--- src/rtl/irq_pending_latch_pkg.sv ---
// Shared definitions for the interrupt pending latch: FSM state encoding,
// request/id widths, and the id-to-one-hot helper used to clear a pending bit.
package irq_pending_latch_pkg;

    localparam int N_REQ = 8;
    localparam int ID_W  = 3;

    typedef enum logic [1:0] {
        IDLE  = 2'd0,
        OFFER = 2'd1,
        CLEAR = 2'd2
    } state_t;

    // One-hot vector (index 0 on the left) selecting the line named by id.
    function automatic logic [0:N_REQ-1] id_to_onehot(input logic [ID_W-1:0] id);
        logic [0:N_REQ-1] oh;
        oh     = '0;
        oh[id] = 1'b1;
        return oh;
    endfunction

endpackage

--- src/rtl/irq_pending_latch_priority_encoder.sv ---
// priorityEncoder: 8-to-3 encoder, highest set index wins; inValid flags an
// all-zero input.
module priorityEncoder
    import irq_pending_latch_pkg::*;
(
    input  logic [0:N_REQ-1] x,
    output logic [ID_W-1:0]  y,
    output logic             inValid
);

    // Later (higher) indices overwrite earlier ones, giving bit 7 priority.
    always_comb begin
        y       = '0;
        inValid = (x == '0);
        for (int i = 0; i < N_REQ; i++) begin
            if (x[i]) y = ID_W'(i);
        end
    end

endmodule

--- src/rtl/irq_pending_latch.sv ---
// irq_pending_latch: edge-detects request lines into a pending vector and
// offers the highest-priority unmasked pending id through a small handshake.
//
//   state | meaning
//   IDLE  | nothing offered; capture encoder id when any unmasked bit pends
//   OFFER | irq_id held stable until irq_ack
//   CLEAR | one-cycle gap after an ack before the next offer
//
// Build option: define IRQ_PENDING_SYNC_EN to insert a 2-flop synchroniser on
// req ahead of edge detection (adds two cycles of latency).
module irq_pending_latch
    import irq_pending_latch_pkg::*;
#(
    parameter int N_REQ = 8
) (
    input  logic             clk,
    input  logic             rst_n,
    input  logic [0:N_REQ-1] req,
    input  logic [0:N_REQ-1] mask,
    input  logic             irq_ack,
    output logic             irq_valid,
    output logic [0:ID_W-1]  irq_id,
    output logic [0:N_REQ-1] pending
);

    state_t           state;
    state_t           state_nxt;
    logic [0:N_REQ-1] req_s;
    logic [0:N_REQ-1] req_d;
    logic [0:N_REQ-1] rise;
    logic [0:N_REQ-1] clr;
    logic [ID_W-1:0]  enc_y;
    logic             enc_in_valid;
    logic             armed;

`ifdef IRQ_PENDING_SYNC_EN
    logic [0:N_REQ-1] sync1;
    logic [0:N_REQ-1] sync2;
    logic [2:0]       arm_q;

    // Two-flop synchroniser for asynchronous request sources.
    always_ff @(posedge clk or negedge rst_n) begin
        if (!rst_n) begin
            sync1 <= '0;
            sync2 <= '0;
        end else begin
            sync1 <= req;
            sync2 <= sync1;
        end
    end

    // Edge detection stays disarmed until req_d holds a real synchronised
    // sample, so lines already high at reset release are not seen as edges.
    always_ff @(posedge clk or negedge rst_n) begin
        if (!rst_n) arm_q <= '0;
        else        arm_q <= {arm_q[1:0], 1'b1};
    end

    assign req_s = sync2;
    assign armed = arm_q[2];
`else
    logic arm_q;

    // Disarm the first clock after reset so req_d can load the current level.
    always_ff @(posedge clk or negedge rst_n) begin
        if (!rst_n) arm_q <= 1'b0;
        else        arm_q <= 1'b1;
    end

    assign req_s = req;
    assign armed = arm_q;
`endif

    assign rise = armed ? (req_s & ~req_d) : '0;
    assign clr  = (state == OFFER && irq_ack) ? id_to_onehot(irq_id) : '0;

    // Delayed request copy and pending vector; a set in the same cycle as a
    // clear wins so the new event is kept.
    always_ff @(posedge clk or negedge rst_n) begin
        if (!rst_n) begin
            req_d   <= '0;
            pending <= '0;
        end else begin
            req_d   <= req_s;
            pending <= (pending & ~clr) | rise;
        end
    end

    priorityEncoder u_enc (
        .x       (pending & ~mask),
        .y       (enc_y),
        .inValid (enc_in_valid)
    );

    // State register.
    always_ff @(posedge clk or negedge rst_n) begin
        if (!rst_n) state <= IDLE;
        else        state <= state_nxt;
    end

    // Next-state logic.
    always_comb begin
        state_nxt = state;
        case (state)
            IDLE:    if (!enc_in_valid) state_nxt = OFFER;
            OFFER:   if (irq_ack)       state_nxt = CLEAR;
            CLEAR:                      state_nxt = IDLE;
            default:                    state_nxt = IDLE;
        endcase
    end

    // Offered id is captured only on the IDLE->OFFER edge and then frozen.
    always_ff @(posedge clk or negedge rst_n) begin
        if (!rst_n)                               irq_id <= '0;
        else if (state == IDLE && !enc_in_valid)  irq_id <= enc_y;
    end

    // Output decode.
    always_comb begin
        irq_valid = (state == OFFER);
    end

endmodule

--- config.mk ---
export PLATFORM = sky130hd
export DESIGN_NAME = irq_pending_latch
export DESIGN_NICKNAME = d
export VERILOG_FILES = /design/src/rtl/irq_pending_latch_pkg.sv /design/src/rtl/irq_pending_latch_priority_encoder.sv /design/src/rtl/irq_pending_latch.sv
export SDC_FILE = /design/constraint.sdc
export NUM_CORES = 1
export LEC_CHECK = 0
export BUFFER_PORTS_ARGS = -buffer_cell sky130_fd_sc_hd__buf_2
export CAP_MARGIN = 25
export CELL_PAD_IN_SITES_DETAIL_PLACEMENT = 1
export CELL_PAD_IN_SITES_GLOBAL_PLACEMENT = 1
export CORE_MARGIN = 4
export CORE_UTILIZATION = 37
export CTS_BUF_LIST = sky130_fd_sc_hd__clkbuf_4 sky130_fd_sc_hd__clkbuf_8 sky130_fd_sc_hd__clkbuf_16
export DETAILED_ROUTE_END_ITERATION = 12
export PLACE_DENSITY_LB_ADDON = 0.1
export SETUP_SLACK_MARGIN = 0.5
export SLEW_MARGIN = 20
export SYNTH_ARGS = -nofsm -noshare
export SYNTH_HDL_FRONTEND = slang
export SYNTH_SLANG_ARGS = --single-unit
--- constraint.sdc ---
create_clock -name clk -period 4.7 [get_ports clk]
set_input_delay 1.41 -clock clk [delete_from_list [all_inputs] [get_ports clk]]
set_output_delay 1.41 -clock clk [all_outputs]
set_load 0.01 [all_outputs]
* Word-level counts from Yosys, hierarchy flattened
Cells that the tools add are included.
** Cells by class
- Equal/unequal tests :: 3
- Order comparisons :: 2
- Mux-type cells :: 14
- Reduce and logical (&&, ||, !) cells :: 7
- Bitwise logic cells :: 8
** Operators with widths (count)
- $and 8x8->8 :: 3
- $not 8->8 :: 3
- $mux 8 :: 2
- $mux 3 :: 4
- $logic_not 8->1 :: 1
- $mux 2 :: 4
- $or 8x8->8 :: 1
- $ge 4x4->1 const B :: 1
- $lt 4x1->1 const B :: 1
- $ne 2x2->1 const B :: 2
- $not 3->4 :: 1
- $pmux 2 s2 :: 1
- $demux 1 s3 :: 1
- $logic_and 1x1->1 :: 3
- $eq 2x1->1 const B :: 1
- $logic_not 2->1 :: 1
- $mux 1 :: 2
- $reduce_and 2->1 :: 1
- $logic_not 1->1 :: 1
** Word-level totals
- Word-level logic and storage cells :: 39
- Input port bits :: 19
- Register bits :: 22
- Output and inout port bits :: 12

* Depth between registers and ports, before layout
- Depth after elaboration :: 9
- Mapped depth :: 4
- Mapped depth without buffers :: 4

* Modules after synthesis
A second synthesis with hierarchy kept.
** Unflattened totals
- Cells, all modules :: 80
- Area, all modules :: 914.6 sq um
** Modules (own cells, without submodules)
- irq_pending_latch :: cells an instance 69, instances 1, area an instance 847.1 sq um
- priorityEncoder :: cells an instance 11, instances 1, area an instance 67.6 sq um

* Worst setup path before layout
OpenSTA, ideal clock, no wires.
- Kind :: input to register
- Start point :: input mask[7] (netlist bit)
- End point :: register irq_id[2] (netlist bit)
- Stages :: 4
- Path slack :: 2.127 ns
- Arrival :: 2.448 ns
- Cell sequence :: nand2b_2 nand4_4 o41ai_4 mux2_2
** On the way
- Cells in the longest elaborated chain, start to end :: 5
** RTL lines
- start: declaration :: line irq_pending_latch.sv:19 : input logic [0:N_REQ-1] mask,
- $not 8->8 * :: line irq_pending_latch.sv:90 : .x (pending & ~mask),
- $and 8x8->8 * :: line irq_pending_latch.sv:90
- $logic_not 8->1 :: line irq_pending_latch_priority_encoder.sv:14 : inValid = (x == '0);
- $logic_not 1->1 :: line irq_pending_latch.sv:115 : else if (state == IDLE && !enc_in_valid) irq_id <= enc_y;
- $logic_and 1x1->1 :: line irq_pending_latch.sv:115
- end signal: assignment :: line irq_pending_latch.sv:115
- end: declaration :: line irq_pending_latch.sv:22 : output logic [0:ID_W-1] irq_id,
Every way passes the cells marked *; elsewhere a longest branch is shown, timed or not.
A chain may end at the register's enable or synchronous reset.

* Worst setup path after layout
- Start point :: register state[1]
- End point :: output irq_valid
** On the way
- Cells in the longest elaborated chain, start to end :: 1
** RTL lines
- start: declaration :: line irq_pending_latch.sv:26 : state_t state;
- start signal: assignment :: line irq_pending_latch.sv:98 : else state <= state_nxt;
- $eq 2x1->1 :: line irq_pending_latch.sv:120 : irq_valid = (state == OFFER);
- end: declaration :: line irq_pending_latch.sv:21 : output logic irq_valid,
No other way between the ends.

==> flow_results.org <==
** Run status
- Run status :: complete, no violations

** STA
- The number of max-slew violations in the final report is 0.
- The worst path needs 2.47 ns of the cycle, external delays included.
- The final count of hold timing violations is 0.
- Worst hold margin :: 0.443 ns
- Highest clock frequency the design can meet :: roughly 0.40 GHz
- The worst pin sits at a relative slew slack of 0.662.
- In the finished design, the share of the clock period the worst path needs comes to 0.525.
- Setup TNS :: 0 ns
- Setup violations remaining at the end of the flow were counted as 0.
- Setup repair after global routing left no endpoint under its margin.
- At the pin with the least slew margin, the transition time is approximately 0.51 ns.
- The clock arrives with ~0.0018 ns of skew.

** Detailed routing
- Detailed routing placed a total of between 1000 and 1500 microns of wire on met2.
- Residual DRC :: 0
- Sum of routed wire length over all layers :: about 2200 microns
- Vias :: 686
- For this block, wires on met1 add up to between 900 and 1000 microns.
- The first detailed-routing pass ran for 4 iterations.
- Number of design-rule violations left by the first detailed-router iteration :: 3
- After detailed routing, the met3 layer carries 107 microns of wire.
- Max Used Layer :: met4
- After detailed routing, the average wire length per cell comes to about 16 microns.
- DRT antenna net count :: 0
- Using the TritonRoute via totals, the vias-per-cell ratio works out to between 4 and 5.

** Yosys
- Post-synthesis instance area :: between 900 and 1000 sq um
- The Yosys step of the flow raised 0 warnings.
- The share of the Yosys chip area taken by registers is 0.586.
- Syn_nets :: 98
- The synthesized design contains 22 register bits.
- Post-Synthesis Mean Instance Area :: roughly 12 sq um
- The synthesized netlist contains 23 unique library cells.
- Synthesis handed over a netlist of 79 instances.

** Worst setup path
- STA puts the critical path data required time at about 3.3 ns.
- The worst setup path is of the flip-flop to output pin kind.
- STA classifies the critical path startpoint as a flip-flop.
- For flop-to-flop paths, the worst setup slack is 3.06 ns.
- Largest driver fanout on the critical path :: 3
- The startpoint identified for the worst register-to-register timing path is pending[6].
- Data arrives at the worst endpoint at around 1.1 ns.
- Counting cells, the worst reg-to-reg path comes to 4.
- Endpoint of the lowest-slack register-to-register path :: irq_id[2]
- Worst setup EP type :: output pin

** Final layout
- The number of antenna diodes in the final layout is 0.
- The filler cells instantiated in the layout total between 200 and 300.
- Area growth from synthesis to layout :: 23.2%
- Of the cells placed in the final design, the portion with a size suffix greater than 1 is 0.366.
- Final #Nets :: about 130

** GRT
- Via count of the first global-routing pass :: ~760
- Entering global routing, the biggest net connects 23 pins.
- The initial antenna violation count is 0.
- The first global-routing pass estimated around 3600 microns of wire.
- For this run the aggregate overflow at the end of global routing stands at 0.
- Across every metal layer, demand over resource in global routing totals 0.144.

** Hold path
- Min-delay src :: req_d[1]
- The worst hold path belongs to the class flip-flop to flip-flop.
- For hold timing, the worst endpoint is pending[1].
- Along the worst hold path, the cell count comes to 1.

** Die
- After floorplanning, the core was sized to cover roughly 2300 sq um.
- From left edge to right edge, the die measures a little under 60 microns.
- Die outline area :: about 3400 sq um
- Measured along the y axis, the die boundary spans between 50 and 60 microns.
- I/O Pins :: 31
- The floorplan has 17 rows.
- The initial utilization of the core area, before any placement, comes to 0.405.

** Clocking
- CTS placed an instance of clkbuf_4 at the clock tree root.
- Number of clock buffers inserted by TritonCTS :: 3
- Number of buffers on the longest clock path :: 2
- Clock tree from TritonCTS :: built
- Clock latency reported for the late side of the worst-skew pair :: between 0.3 and 0.4 ns
- H-tree levels :: 1
- After clock tree synthesis, the clock-pin slew on the worst setup and hold paths is between 0.1 and 0.15 ns.
- In this run, post-CTS hold repair placed 0 buffers.
- Clk sinks :: 22
- The number of setup buffers added after CTS is 0.
- In this run, post-CTS repair resized a total of 0 instances.

** Pwr
- Leakage power :: approximately 0.00054 uW
- Across the VDD grid, the largest voltage drop is between 0.2 and 0.3 mV.
- Power spread over the standard cell area amounts to roughly 540 nW/um^2.
- Total Power :: ~620 uW

** Placement
- At the end of routability-driven placement, the weighted congestion stood at 0.771.
- Detailed placement ended at an HPWL of ~1700 microns.
- I/O Buffers :: 30

** Flow run
- Across the run, the number of max-cap violations was 0.
[cells by family after synthesis]
group / share of synthesized area
and+or+nand+nor: 0.237
AOI/OAI and AO/OA: 0.119
other: 0.00399
DFF: 0.586
buffers and inverters: 0.0200
muxes: 0.0346
[flip-flops by register name (all words and copies together), names as in the netlist]
| register | flops |
|---|---|
| req_d | 8 |
| state | 2 |
| arm_q | 1 |
| pending | 8 |
| irq_id | 3 |
[critical path: stages (launching register included)]
cell      delay, ns
dfrtp_1        0.41
nand2b_1       0.17
inv_1          0.05
buf_2          0.11
[worst max-delay path by stage]
| stage | start | end | slack [ns] |
|---|---|---|---|
| 4_1_cts | state[1] | irq_valid | 2.22 |
| 6_report | state[1] | irq_valid | 2.23 |
| 3_5_place_dp | mask[7] | irq_id[2] | 1.97 |
| 2_1_floorplan | mask[7] | irq_id[2] | 2.13 |
| 5_1_grt | state[1] | irq_valid | 2.14 |
| 3_3_place_gp | mask[7] | irq_id[2] | 1.99 |
[power breakdown]
part           internal (uW)  switching, uW  leakage (uW)  total (uW)
combinational            101            124      0.000277         226
clock                   47.4           58.2     0.0000210         106
sequential               238           54.2      0.000238         292
total                    387            237      0.000536         624
[stage by stage]
stage | cells | setup WS, ns | util | area [sq um]
global route | 140 | 2.14 | 0.499 | 1160
detailed placement | 136 | 1.97 | 0.484 | 1120
floorplan | 79 | 2.13 | - | 940
global placement | 136 | 1.99 | 0.484 | 1120
CTS | 140 | 2.22 | 0.499 | 1160
finish | 140 | 2.23 | 0.499 | 1160
[layout by cell type (no fill, tap or decap), types with 2 or more instances in the layout]
cell type	Yosys	routed
buf_2	0	30
dfrtp_1	22	22
nand2_1	13	13
o21ai_0	8	8
nand3b_1	7	7
nand2b_1	4	4
inv_1	4	4
nand2b_4	3	3
clkbuf_4	0	3
o31ai_1	2	2
nor2b_1	2	2
[final cells by class]
| cell class | count | area, sq um | share of cell area |
|---|---|---|---|
| clock buffer | 4 | 36.3 | 0.0314 |
| inverter | 4 | 15.0 | 0.0130 |
| multi-input combinational | 52 | 370 | 0.320 |
| sequential | 22 | 551 | 0.476 |
| tap | 28 | 35.0 | 0.0303 |
| timing repair buffer | 30 | 150 | 0.130 |
[per-layer routing]
metal | vias up | GRT usage
li1 | 336 | -
met1 | 328 | 0.186
met2 | 18 | 0.231
met3 | 4 | 0.0482
met4 | 0 | 0.0397
met5 | - | 0
[Yosys cell counts]
master     instances  area share
and3b_1            1      0.0093
o21ai_1            1      0.0053
nor2_1             1      0.0040
nand3b_1           7       0.056
mux2i_1            1       0.011
dfrtp_1           22        0.59
mux2_2             1       0.012
nand2b_4           3       0.044
o41ai_4            1       0.029
nand4_4            1       0.023
o21ai_0            8       0.043
a2bb2oi_1          1      0.0093
nand2_1           13       0.052
nand2b_2           1      0.0093
nor2b_1            2       0.013
o31ai_1            2       0.016
a31oi_1            1      0.0067
buf_1              1      0.0040
nand2b_1           4       0.027
inv_1              4       0.016
o221ai_1           1      0.0093
conb_1             1      0.0040
mux2_1             1       0.012
Note: power is estimated with default switching activity, not from simulation.
